==> config.mk <==
export PLATFORM = sky130hd
export DESIGN_NAME = sea_iter_core
export DESIGN_NICKNAME = d
export VERILOG_FILES = /design/src/rtl/sea_iter_core_pkg.sv /design/src/rtl/sea_round.sv /design/src/rtl/sea_iter_core.sv
export SDC_FILE = /design/constraint.sdc
export NUM_CORES = 1
export LEC_CHECK = 0
export CORE_MARGIN = 2
export CORE_UTILIZATION = 50
export CTS_CLUSTER_SIZE = 25
export DETAILED_ROUTE_END_ITERATION = 8
export DONT_BUFFER_PORTS = 1
export MAX_ROUTING_LAYER = met4
export SLEW_MARGIN = 20
export SYNTH_ARGS = -nofsm -noshare
export SYNTH_HDL_FRONTEND = slang
export SYNTH_SLANG_ARGS = --single-unit
==> constraint.sdc <==
create_clock -name clk -period 16.1 [get_ports clk]
set_input_delay 3.22 -clock clk [delete_from_list [all_inputs] [get_ports clk]]
set_output_delay 3.22 -clock clk [all_outputs]
set_load 0.005 [all_outputs]
==> src/rtl/sea_iter_core_pkg.sv <==
// Shared types, S-box table and word-level helpers for the SEA iterative core.
// Helpers work on a wide container vector; B/NB select the live portion.
package sea_iter_core_pkg;

  localparam int HW_MAX = 192;
  typedef logic [HW_MAX-1:0] hw_t;

  typedef enum logic [1:0] {ST_IDLE, ST_RUN, ST_DONE} state_e;

  // Index 0 is the rightmost entry: {0,5,6,7,4,3,1,2}.
  localparam logic [7:0][2:0] SBOX = {3'd2, 3'd1, 3'd3, 3'd4, 3'd7, 3'd6, 3'd5, 3'd0};

  // Round constant: round index zero-extended into word 0.
  function automatic hw_t rcon(input hw_t i, input int b);
    hw_t m;
    m = (hw_t'(1) << b) - hw_t'(1);
    return i & m;
  endfunction

  function automatic hw_t wadd(input hw_t x, input hw_t k, input int b, input int nb);
    hw_t  s;
    logic c;
    s = '0;
    for (int j = 0; j < nb; j++) begin
      c = 1'b0;
      for (int t = 0; t < b; t++) begin
        s[j*b+t] = x[j*b+t] ^ k[j*b+t] ^ c;
        c = (x[j*b+t] & k[j*b+t]) | (c & (x[j*b+t] ^ k[j*b+t]));
      end
    end
    return s;
  endfunction

  // Bitsliced 3-bit S-box across each word triple; word 3t carries the LSB.
  function automatic hw_t sbox_sl(input hw_t x, input int b, input int nb);
    hw_t        y;
    logic [2:0] idx;
    logic [2:0] o;
    y = '0;
    for (int t = 0; t < nb / 3; t++) begin
      for (int q = 0; q < b; q++) begin
        idx = {x[(3*t+2)*b+q], x[(3*t+1)*b+q], x[3*t*b+q]};
        o   = SBOX[idx];
        y[3*t*b+q]     = o[0];
        y[(3*t+1)*b+q] = o[1];
        y[(3*t+2)*b+q] = o[2];
      end
    end
    return y;
  endfunction

  function automatic hw_t rmix(input hw_t x, input int b, input int nb);
    hw_t y;
    y = '0;
    for (int t = 0; t < nb / 3; t++) begin
      for (int q = 0; q < b; q++) begin
        y[3*t*b+q]     = x[3*t*b + ((q + 1) % b)];
        y[(3*t+1)*b+q] = x[(3*t+1)*b + q];
        y[(3*t+2)*b+q] = x[(3*t+2)*b + ((q + b - 1) % b)];
      end
    end
    return y;
  endfunction

  function automatic hw_t wrot(input hw_t x, input int b, input int nb);
    hw_t y;
    y = '0;
    for (int j = 0; j < nb; j++)
      for (int q = 0; q < b; q++)
        y[((j + 1) % nb)*b + q] = x[j*b+q];
    return y;
  endfunction

  function automatic hw_t wrot_inv(input hw_t x, input int b, input int nb);
    hw_t y;
    y = '0;
    for (int j = 0; j < nb; j++)
      for (int q = 0; q < b; q++)
        y[j*b+q] = x[((j + 1) % nb)*b + q];
    return y;
  endfunction

  function automatic hw_t f_fn(input hw_t x, input hw_t k, input int b, input int nb);
    return rmix(sbox_sl(wadd(x, k, b, nb), b, nb), b, nb);
  endfunction

endpackage

==> src/rtl/sea_round.sv <==
// One combinational SEA Feistel round; mode selects the encrypt or inverse step.
module sea_round
  import sea_iter_core_pkg::*;
#(
  parameter int W  = 48,
  parameter int B  = 8,
  parameter int CW = 7
) (
  input  logic [W-1:0]  l,
  input  logic [W-1:0]  r,
  input  logic [W-1:0]  k,
  input  logic [CW-1:0] i,
  input  logic          mode,
  output logic [W-1:0]  lo,
  output logic [W-1:0]  ro
);

  localparam int NB = W / B;

  logic [W-1:0] fx, fw;

  // Encrypt feeds F from the right half, decrypt from the left half.
  assign fx = mode ? l : r;
  assign fw = W'(f_fn(hw_t'(fx), hw_t'(k) ^ rcon(hw_t'(i), B), B, NB));

  always_comb begin
    if (mode) begin
      ro = l;
      lo = W'(wrot_inv(hw_t'(r ^ fw), B, NB));
    end else begin
      lo = r;
      ro = W'(wrot(hw_t'(l), B, NB)) ^ fw;
    end
  end

endmodule

==> src/rtl/sea_iter_core.sv <==
// Iterative SEA block cipher: valid/ready in, UNROLL rounds per clock, valid/ready out.
module sea_iter_core
  import sea_iter_core_pkg::*;
#(
  parameter int W      = 48,
  parameter int B      = 8,
  parameter int NR     = 93,
  parameter int UNROLL = 1
) (
  input  logic         clk,
  input  logic         rst,
  input  logic         in_valid,
  output logic         in_ready,
  input  logic         mode,
  input  logic [W-1:0] li,
  input  logic [W-1:0] ri,
  input  logic [W-1:0] ki,
  output logic         out_valid,
  input  logic         out_ready,
  output logic [W-1:0] lo,
  output logic [W-1:0] ro
);

  localparam int NB = W / B;
  localparam int CW = $clog2(NR + 2);

  if (W % B != 0 || NB % 3 != 0 || NB < 3 || W > HW_MAX) begin : g_bad_nb
    $error("sea_iter_core: W/B must be a nonzero multiple of 3 and W <= HW_MAX");
  end
  if (NR < 1 || NR % 2 != 1) begin : g_bad_nr
    $error("sea_iter_core: NR must be odd and >= 1");
  end
  if (UNROLL < 1 || NR % UNROLL != 0) begin : g_bad_unroll
    $error("sea_iter_core: UNROLL must divide NR");
  end

  state_e        state_q, state_d;
  logic [W-1:0]  l_q, l_d, r_q, r_d, k_q, k_d;
  logic [W-1:0]  lo_q, lo_d, ro_q, ro_d;
  logic [CW-1:0] cnt_q, cnt_d;
  logic          mode_q, mode_d;
  logic          fin;

  logic [UNROLL:0][W-1:0] lch, rch;

  assign lch[0] = l_q;
  assign rch[0] = r_q;

  for (genvar u = 0; u < UNROLL; u++) begin : g_rnd
    logic [CW-1:0] idx;
    assign idx = mode_q ? cnt_q - CW'(u) : cnt_q + CW'(u);
    sea_round #(.W(W), .B(B), .CW(CW)) u_rnd (
      .l   (lch[u]),
      .r   (rch[u]),
      .k   (k_q),
      .i   (idx),
      .mode(mode_q),
      .lo  (lch[u+1]),
      .ro  (rch[u+1])
    );
  end

  // The counter runs one step past the last round; that extra RUN cycle
  // moves the working halves into the output registers.
  assign fin = mode_q ? (cnt_q == '0) : (cnt_q == CW'(NR + 1));

  always_comb begin
    state_d  = state_q;
    l_d      = l_q;
    r_d      = r_q;
    k_d      = k_q;
    mode_d   = mode_q;
    cnt_d    = cnt_q;
    lo_d     = lo_q;
    ro_d     = ro_q;
    in_ready = 1'b0;
    unique case (state_q)
      ST_IDLE: begin
        in_ready = !rst;
        if (in_valid) begin
          l_d     = li;
          r_d     = ri;
          k_d     = ki;
          mode_d  = mode;
          cnt_d   = mode ? CW'(NR) : CW'(1);
          state_d = ST_RUN;
        end
      end
      ST_RUN: begin
        if (fin) begin
          lo_d    = l_q;
          ro_d    = r_q;
          state_d = ST_DONE;
        end else begin
          l_d   = lch[UNROLL];
          r_d   = rch[UNROLL];
          cnt_d = mode_q ? cnt_q - CW'(UNROLL) : cnt_q + CW'(UNROLL);
        end
      end
      ST_DONE: begin
        if (out_ready) state_d = ST_IDLE;
      end
      default: state_d = ST_IDLE;
    endcase
  end

  always_ff @(posedge clk) begin
    if (rst) begin
      state_q <= ST_IDLE;
      l_q     <= '0;
      r_q     <= '0;
      k_q     <= '0;
      mode_q  <= 1'b0;
      cnt_q   <= '0;
      lo_q    <= '0;
      ro_q    <= '0;
    end else begin
      state_q <= state_d;
      l_q     <= l_d;
      r_q     <= r_d;
      k_q     <= k_d;
      mode_q  <= mode_d;
      cnt_q   <= cnt_d;
      lo_q    <= lo_d;
      ro_q    <= ro_d;
    end
  end

  assign out_valid = (state_q == ST_DONE);
  assign lo        = lo_q;
  assign ro        = ro_q;

endmodule

Word-level counts from Yosys, hierarchy flattened
Memory sizes are Yosys's and may differ from the RTL's.
Index checks and enable logic that the tools add are counted.
Operators by class
  add/sub/neg operators: 2
  multiply operators: 0
  div/mod/pow operators: 0
  $lt $le $gt $ge: 16
  eq/ne operators: 7
  shift operators: 0
  mux-type cells: 36
  bitwise gates (word level): 207
  reduce and logical (&&, ||, !) cells: 8
Operators with widths (number)
  $mux W48: 7
  $pmux W48 S2: 2
  $xor A48 B48 Y48: 2
  $xor A1 B1 Y1: 90
  $and A1 B1 Y1: 78
  $lt A3 B4 Y1 const B: 16
  $mux W3: 16
  $xor A48 B7 Y48: 1
  $or A1 B1 Y1: 36
  $mux W7: 4
  $pmux W7 S2: 1
  $add A7 B1 Y7 const B: 1
  $eq A7 B7 Y1 const B: 1
  $logic_not A7 Y1: 1
  $sub A7 B1 Y7 const B: 1
  $mux W2: 3
  $ne A2 B2 Y1 const B: 3
  $pmux W2 S3: 1
  $reduce_and A3 Y1: 2
  $reduce_and A2 Y1: 2
  $eq A2 B1 Y1 const B: 1
  $eq A2 B2 Y1 const B: 1
  $logic_not A2 Y1: 1
  $mux W1: 2
  3 further kinds: 3
Word-level totals
  register bits after elaboration: 250
  latch bits: 0
  memory bits (writable): 0
  memory bits (read-only): 384
  bits of input ports: 149
  output and inout bits: 98
  memories: 16
Memories
  (no name shown): words 8, width 3, rd ports 1, clocked after memory_dff 0, write ports 0, RTL line sea_iter_core_pkg.sv:43  | o = SBOX[idx];
  (no name shown): words 8, width 3, rd ports 1, clocked after memory_dff 0, write ports 0, RTL line sea_iter_core_pkg.sv:43
  (no name shown): words 8, width 3, rd ports 1, clocked after memory_dff 0, write ports 0, RTL line sea_iter_core_pkg.sv:43
  (no name shown): words 8, width 3, rd ports 1, clocked after memory_dff 0, write ports 0, RTL line sea_iter_core_pkg.sv:43
  (no name shown): words 8, width 3, rd ports 1, clocked after memory_dff 0, write ports 0, RTL line sea_iter_core_pkg.sv:43
  (no name shown): words 8, width 3, rd ports 1, clocked after memory_dff 0, write ports 0, RTL line sea_iter_core_pkg.sv:43
  10 more memories

Longest topological paths before layout
Gate-level depths: netlist of the first run.
  depth after elaboration: 21
  depth in mapped cells: 22

Modules after synthesis
Synthesis of the first run repeated with hierarchy kept, for this count alone.
Unflattened totals
  cells, all modules: 1825
  area total of the unflattened synthesis: 14739.1 um^2
Modules (own cells, without submodules)
  sea_iter_core: times used 1, cells an instance 1242, area each 10364.9 um^2
  sea_round: times used 1, cells an instance 583, area each 4374.2 um^2

Worst setup path after synthesis of the first run
Ideal clock, no wire load.
  kind: input port to output port
  start: in rst
  end: out in_ready
  arrival: 4.051 ns
  required time: 12.880 ns
  slack: 8.829 ns
  stages on the path: 4
  cells stage by stage: clkbuf_1 -> clkbuf_1 -> clkbuf_1 -> nor3_1
Between the ends
  cells in the longest elaborated chain, start to end: 2
RTL lines
  start, declared: RTL line sea_iter_core.sv:11  | input logic rst,
  $logic_not A1 Y1: RTL line sea_iter_core.sv:79  | in_ready = !rst;
  $mux W1: RTL line sea_iter_core.sv:77  | unique case (state_q)
  end, declared: RTL line sea_iter_core.sv:13  | output logic in_ready,
No other way between the ends.

Final worst setup path of the first run
Ends and elaborated chain as after synthesis.

==> flow_results.org, run 1 <==
** Run status
- Run status :: finished, final reports clean

** Critical path
- Grouping stages by cell kind, the critical path spends the most delay in simple AND/OR/NAND/NOR gates.
- STA classifies the critical path endpoint as an output port.
- Among all stages on the critical path, the largest delay is contributed by nor3_1.
- Reg2Reg Setup Slack :: 9750 ps
- Data required time of the worst path :: around 13000 ps
- Crit path max fanout :: approximately 270
- Largest stage delay on the critical path :: 210 ps
- Walking the worst path, the cells encountered are nor3_1.
- The worst setup path is of the in -> out kind.
- STA puts the critical path data arrival time at roughly 3500 ps.
- Crit path buffers/inverters :: 0
- The worst setup path is launched from an input port.

** CTS
- CTS hold repair buffers :: 0
- The clock passes through at most 3 buffers.
- Number of buffers inserted during clock tree synthesis :: 28
- CTS built an H-tree with a depth of 1.
- Setup repair bufs after CTS :: 0
- In this run, post-CTS repair resized a total of 0 instances.
- The clock net in this run drives a total of 250 sinks.
- Clock latency on the worst-skew pair, taken at its later pin, is about 560 ps.
- TritonCTS clock tree :: built
- Clock transition at the register clock pins on the worst setup and hold paths after CTS :: around 60 ps
- Root Buffer :: clkbuf_16

** Power
- P per Cell Area :: 126 nW/um^2
- Overall power :: around 2000 uW
- Across the VDD grid, the largest voltage drop is around 90 uV.
- Leak Pwr :: roughly 0.0053 uW

** Floorplanning
- The floorplan has 63 rows.
- During I/O placement, the number of pins put on the boundary was approximately 250.
- Die footprint :: between 30000 and 40000 sq um
- The region available for standard cell placement spans approximately 29000 sq um.
- The initial utilization of the core area, before any placement, comes to around half.
- Die Y :: 177 um
- Width of the die :: roughly 180 um

** Route
- Detailed Route WL :: between 50000 and 60000 um
- For this run, design rule violations remaining after detail routing come to 0.
- Average detailed-routed wire length per instance :: 22.9 um
- Starting DRC count in detailed routing :: between 1000 and 1500
- Routed Antenna Nets :: 0
- Pre-antenna DRT Iters :: 5
- Using the TritonRoute via totals, the vias-per-cell ratio works out to between 6 and 7.
- Detailed-route via count :: 13500

** Timing
- Total negative slack :: 0 ps
- Setup skew after layout :: ~23 ps
- Setup violations remaining at the end of the flow were counted as 0.
- Number of max-slew violations in the final report :: 0
- Setup repair after global routing left no endpoint under its margin.
- After layout, the worst path uses 41.8% of the clock period.
- Subtracting the final worst setup slack from the clock period gives ~6700 ps.
- Pin slew with the least headroom to its limit :: roughly 1100 ps
- Achievable frequency :: ~150 MHz
- The hold violation count in the final report came to 0.
- Worst slew margin relative to its limit :: 24.5%

** Worst hold path
- The path class of the tightest hold or removal check is reg -> reg.

** Synthesis
- Counting flops and latches in the post-synthesis netlist gives 250.
- Synthesis handed over a netlist of between 1500 and 2000 instances.
- Counting distinct cell types in the post-synthesis netlist gives between 50 and 60.
- Area contributors post-synth :: dfxtp_1 34%, nand2_1 8.5%, a21oi_1 8.3%
- Top_reg_cell synth :: dfxtp_1
- Summing the areas of all and, or, nand and nor instances in the mapped netlist gives roughly 21% of the synthesized area.
- Share of the synthesized area in the top cell type :: 33.6%
- Synthesized-area fraction occupied by ao, oa, aoi and oai cells :: roughly 22%
- The biggest area contributor in the post-synthesis netlist is dfxtp_1.
- A synthesized cell averages between 7 and 8 sq um.
- Syn_nets :: 2110
- Multiplexer fraction of the synthesized cell area :: a little under 4%
- Cell Area, Synth :: between 10000 and 15000 sq um
- For this run, asynchronously set or reset flops after synthesis account for 0%.
- Yosys mapped a number of flops with a built-in enable equal to 0.
- During synthesis, Yosys emitted a total of 0 warnings.
- Arithmetic-cell share of the synthesized area counting full adders, half adders and majority gates :: approximately 8.3%
- By area, the combinational part of the netlist is dominated by compound AO/OA/AOI/OAI gates.
- Sequential fraction of the synthesis area :: about 34%
- Parity-gate share of the synthesized area counting xor and xnor cells :: 4.27%

** Global route
- The number of antenna violations at the first check in global routing was 11.
- For this run, the total global-route usage over all layers was measured as between 30% and 40%.
- First-pass GRT wire length :: approximately 76000 um
- Via count of the first global-routing pass :: ~12000
- Entering global routing, the biggest net connects about 270 pins.
- GRT overflow :: 0

** Finish
- Leaving out fill and tap cells, the most frequent cell in the layout is nand2_1.
- Most used cells in the layout excluding fill and tap cells :: 337 x nand2_1, 249 x dfxtp_1, 248 x a21oi_1, 96 x nor3_1, 90 x nor2_1
- From synthesis to final layout, the design area changed by 6.43%.
- Cells fill a little over half of the core in the end.
- After filler insertion, the fill cell instance count of the layout stands at ~2900.
- In the final layout, the share of cells above drive strength 1 is under 10%.
- Post-layout net count :: roughly 2000

** Place
- Once detailed placement completed, the half-perimeter wirelength came to between 30000 and 40000 um.
- Global placer's final weighted congestion :: ~0.98
- Count of input and output buffers :: 0

** Flow run
- Number of maximum-capacitance constraint violations :: 0
[flip-flops by register name, indices dropped and copies added (netlist names)]
| signal | cells |
|---|---|
| k_q | 48 |
| l_q | 48 |
| lo | 48 |
| r_q | 48 |
| ro | 48 |
| cnt_q | 7 |
| state_q | 2 |
| mode_q | 1 |
[per-layer routing]
metal  track usage, %  up-vias  wire length, um
li1                 -     6453                -
met4             7.06        0             1070
met2             45.2      624            20900
met3             7.75       57             5700
met5                -        -                0
met1             47.6     6415            22700
[cell usage after synthesis, drive strengths merged, types with 15 or more instances]
cell type,instances
o21ai,63
nor4,15
o21a,22
inv,58
xor2,30
dfxtp,250
nor2,90
fa,37
nor3,96
a311oi,47
a21oi,248
mux2i,41
nand2b,30
and2,21
nand2,339
ha,39
buf,62
a211oi,54
xnor2,40
or3,26
nor2b,27
clkbuf,89
o211ai,20
o311ai,22
nand3,30
[worst register-to-register path: stages, from the launching register on]
cell and delay [ps]:
dfxtp_4 760, buf_4 730, mux2_2 440, ha_1 200, fa_1 450, fa_1 460
fa_1 470, fa_1 470, fa_1 430, inv_1 80, fa_1 450, ha_1 300
and2_1 190, o21a_1 170, o311ai_0 300, o221ai_1 180, a21oi_1 180
[kinds of logic (layout without fill, tap and decap cells)]
kind of cell,after synthesis,in the layout
compound gates,527,527
xor+xnor,70,70
fa+ha+maj,76,76
buf+inv,210,122
flops,250,250
mux,54,54
other cells,0,10
simple gates,698,698
[path summary, 6_finish.rpt]
| kind | start | depth (start not counted) | endpoint |
|---|---|---|---|
| worst max-delay path | rst | 1 | in_ready |
| worst min register to register | k_q[30]$_SDFFE_PP0P_ | 2 | k_q[30]$_SDFFE_PP0P_ |
| worst max register to register | mode_q$_SDFFE_PP0P_ | 16 | r_q[5]$_SDFFE_PP0P_ |
| worst min-delay path | k_q[30]$_SDFFE_PP0P_ | 2 | k_q[30]$_SDFFE_PP0P_ |
[per-stage QoR]
step / instance area, sq um / hold slack, ps / setup WS, ps / std cells
6_report: 15800 / 455 / 9380 / 2197
5_1_grt: 15800 / 479 / 9410 / 2197
4_1_cts: 15800 / 455 / 9440 / 2186
3_5_place_dp: 14800 / 446 / 9450 / 2136
3_3_place_gp: 14800 / 444 / 9440 / 2136
2_1_floorplan: 14900 / 436 / 8830 / 1885
[area by class of cell]
cell class              instances  area, sq um  share of cell area, %
flip-flops and latches        250         5010                   31.6
diodes                         10         25.0                  0.158
clock buffers                  40          826                   5.21
multi-input cells            1425         9000                   56.8
well taps                     390          488                   3.08
clock inverters                10          174                   1.10
repair buffers                 13         97.6                  0.616
inverters                      59          221                   1.40
[power by group]
group / leakage, uW / total [uW] / switching (uW) / internal (uW)
sequential: 0.00205 / 750 / 87.9 / 662
combinational: 0.00279 / 555 / 333 / 223
clock: 0.000489 / 694 / 273 / 421
total: 0.00532 / 2000 / 694 / 1310
Note: power is estimated with default switching activity, not from simulation.
==> run 2, diff against run 1 <==
==> constraint.sdc (replaced) <==
create_clock -name clk -period 6.45 [get_ports clk]
set_input_delay 1.29 -clock clk [delete_from_list [all_inputs] [get_ports clk]]
set_output_delay 1.29 -clock clk [all_outputs]
set_load 0.005 [all_outputs]
==> flow_results.org, run 2 (same netlist as run 1, synthesis figures left out) <==
** Run status
- The run finished with clean final reports.

** Route
- Starting DRC count in detailed routing :: ~1400
- In this run the remaining antenna-violating nets after routing total 0.
- Dividing the detail-routed via count by the number of cells gives a little over 6.
- Pre-antenna DRT Iters :: 5
- The routed layout has around 14000 vias.
- For this run, design rule violations remaining after detail routing come to 0.
- Wires add up to slightly above 50000 um.
- Dividing the detail-routed wire length by the instance count gives 23.4 um.

** Finish
- Area Growth Syn to Fin :: 6.32%
- Leaving out fill and tap cells, the most frequent cells in the layout are 337 x nand2_1, 249 x dfxtp_1, 248 x a21oi_1, 96 x nor3_1, 90 x nor2_1.
- At the end of the flow the core is filled with cells to a little over half.
- Of the cells placed in the final design, the portion with a size suffix greater than 1 is 5.17%.
- For this run, the post-layout net count is 2006.
- Leaving out fill and tap cells, the most frequent cell in the layout is nand2_1.
- The count of cells in the finished layout, fillers not included, comes to approximately 2200.

** Critical path
- The worst register-to-register path has a depth of 15.
- The worst setup path is launched from a flip-flop.
- Reg2Reg Setup Slack :: 1210 ps
- Critical Path Sink Type :: flip-flop
- Crit path max fanout :: 73
- R2R Path Start :: mode_q$_SDFFE_PP0P_
- CP Data Arrival Time :: between 5000 and 6000 ps
- At the worst endpoint, the required time is between 6000 and 7000 ps.
- Reg-to-reg endpoint :: r_q[5]$_SDFFE_PP0P_
- The critical path is of the reg -> reg type.

** Worst hold path
- The worst hold path begins at k_q[12]$_SDFFE_PP0P_.
- In this run the worst hold path is classified as reg -> reg.
- The worst hold path passes through 2 cells.
- The worst hold path terminates at k_q[12]$_SDFFE_PP0P_.

** Floorplanning
- For this design the top-level I/O count stands at about 250.
- The core region is just under 30000 sq um.
- Width of the die :: ~180 um
- From bottom edge to top edge, the die measures approximately 180 um.
- Die footprint :: ~31000 sq um
- For this configuration, the core starts out at a cell density of 50.5%.
- Core Rows :: 63

** Global route
- The first global-routing pass estimated 76500 um of wire.
- Entering global routing, the biggest net connects about 270 pins.
- GRT overflow :: 0
- The number of antenna violations at the first check in global routing came to 9.
- Global routing used around a third of the available tracks across all layers.
- Via count of the first global-routing pass :: about 12000

** CTS
- The clock reaches the later pin of the worst-skew pair after ~560 ps.
- TritonCTS built the clock tree.
- The clock passes through at most 3 buffers.
- Number of levels in the clock H-tree :: 1
- The number of setup buffers added after CTS is 0.
- Clock transition at the register clock pins on the worst setup and hold paths after CTS :: 70 ps
- Gates resized during post-CTS repair numbered 0.
- CTS hold repair buffers :: 0
- The tree is rooted in a clkbuf_16.
- Counting the buffers created by CTS gives 28.
- The clock net in this run drives a total of 250 sinks.

** Power
- In this run switching power makes up a little over a third of total power.
- VDD sags by at most 194 uV.
- Combinational cell fraction of total power :: about 29%
- In this run the power density over the cells is about 300 nW/um^2.
- Internal portion of total power :: 3150 uW
- Clock power share :: approximately a third
- Net Sw Power :: ~1700 uW
- Leak Pwr :: between 0.005 and 0.006 uW
- Sequential cells account for 38.2% of the total power.

** Timing
- Total negative slack :: 0 ps
- Share of the clock period used by the worst path after layout :: around 81%
- Achievable frequency :: between 150 and 200 MHz
- The number of max-slew violations in the final report is 0.
- Pin slew with the least headroom to its limit :: 1120 ps
- Post-layout min period :: 5240 ps
- Worst slew margin relative to its limit :: between 20% and 30%
- Number of hold-slack violations in the final timing report :: 0
- Setup repair after global routing left no endpoint under its margin.
- Setup violations remaining at the end of the flow were counted as 0.
- Between clock sinks in the finished design, the worst skew comes to roughly 13 ps.

** Place
- Cells after DPL :: 2140
- Detailed Place HPWL :: about 36000 um
- Global placer's final weighted congestion :: between 0.9 and 1
- Port buffering added 0 buffers.

** Flow run
- Number of maximum-capacitance constraint violations :: 0
run 2: worst max-delay path, cell delays in order (launching register included):
cell and delay (ps):
dfxtp_4 380, buf_12 310, mux2_2 390, fa_1 400, fa_1 460, fa_1 460, fa_1 460, fa_1 420
inv_1 80, fa_1 470, ha_1 310, and2_1 200, o21a_1 170, o311ai_0 310, o221ai_1 180, a21oi_1 180
run 2: per-stage QoR:
stage | hold WS (ps) | cell area (sq um) | power (uW) | worst slack (ps)
global route | 472 | 15800 | 5140 | 869
floorplan | 436 | 14900 | 2900 | 502
global placement | 442 | 14900 | 3260 | 1340
finish | 458 | 15800 | 4890 | 1210
detailed placement | 447 | 14900 | 3290 | 1220
CTS | 455 | 15800 | 4880 | 1200
run 2: per-layer routing:
metal  global-route usage [%]  wire (um)
met4                     6.47        829
met1                     47.2      23400
met2                     46.5      21700
met5                        -          0
met3                     8.38       5650
run 2: worst max path at each step:
stage / start / to / slack [ps] / depth (start not counted)
after floorplan: mode_q$_SDFFE_PP0P_ / l_q[45]$_SDFFE_PP0P_ / 500 / 20
final: mode_q$_SDFFE_PP0P_ / r_q[5]$_SDFFE_PP0P_ / 1210 / 15
after global placement: mode_q$_SDFFE_PP0P_ / r_q[5]$_SDFFE_PP0P_ / 1340 / 15
after global routing: mode_q$_SDFFE_PP0P_ / l_q[22]$_SDFFE_PP0P_ / 870 / 17
after CTS: mode_q$_SDFFE_PP0P_ / l_q[22]$_SDFFE_PP0P_ / 1200 / 17
after detailed placement: mode_q$_SDFFE_PP0P_ / r_q[5]$_SDFFE_PP0P_ / 1220 / 15
run 2: power by group through the flow:
stage	sequential, uW	combinational, uW	clock (uW)
after global placement	1900	1370	0
after floorplan	1780	1120	0
final	1870	1420	1600
after global routing	1880	1570	1690
after CTS	1860	1400	1620
after detailed placement	1900	1390	0
run 2: layout make-up:
class                   instances  area, sq um
inverters                      59          221
clock buffers                  41          841
multi-input cells            1425         9000
flip-flops and latches        250         5010
clock inverters                 8         72.6
well taps                     390          488
fillers                      2911        13700
repair buffers                 17          173
diodes                          8         20.0
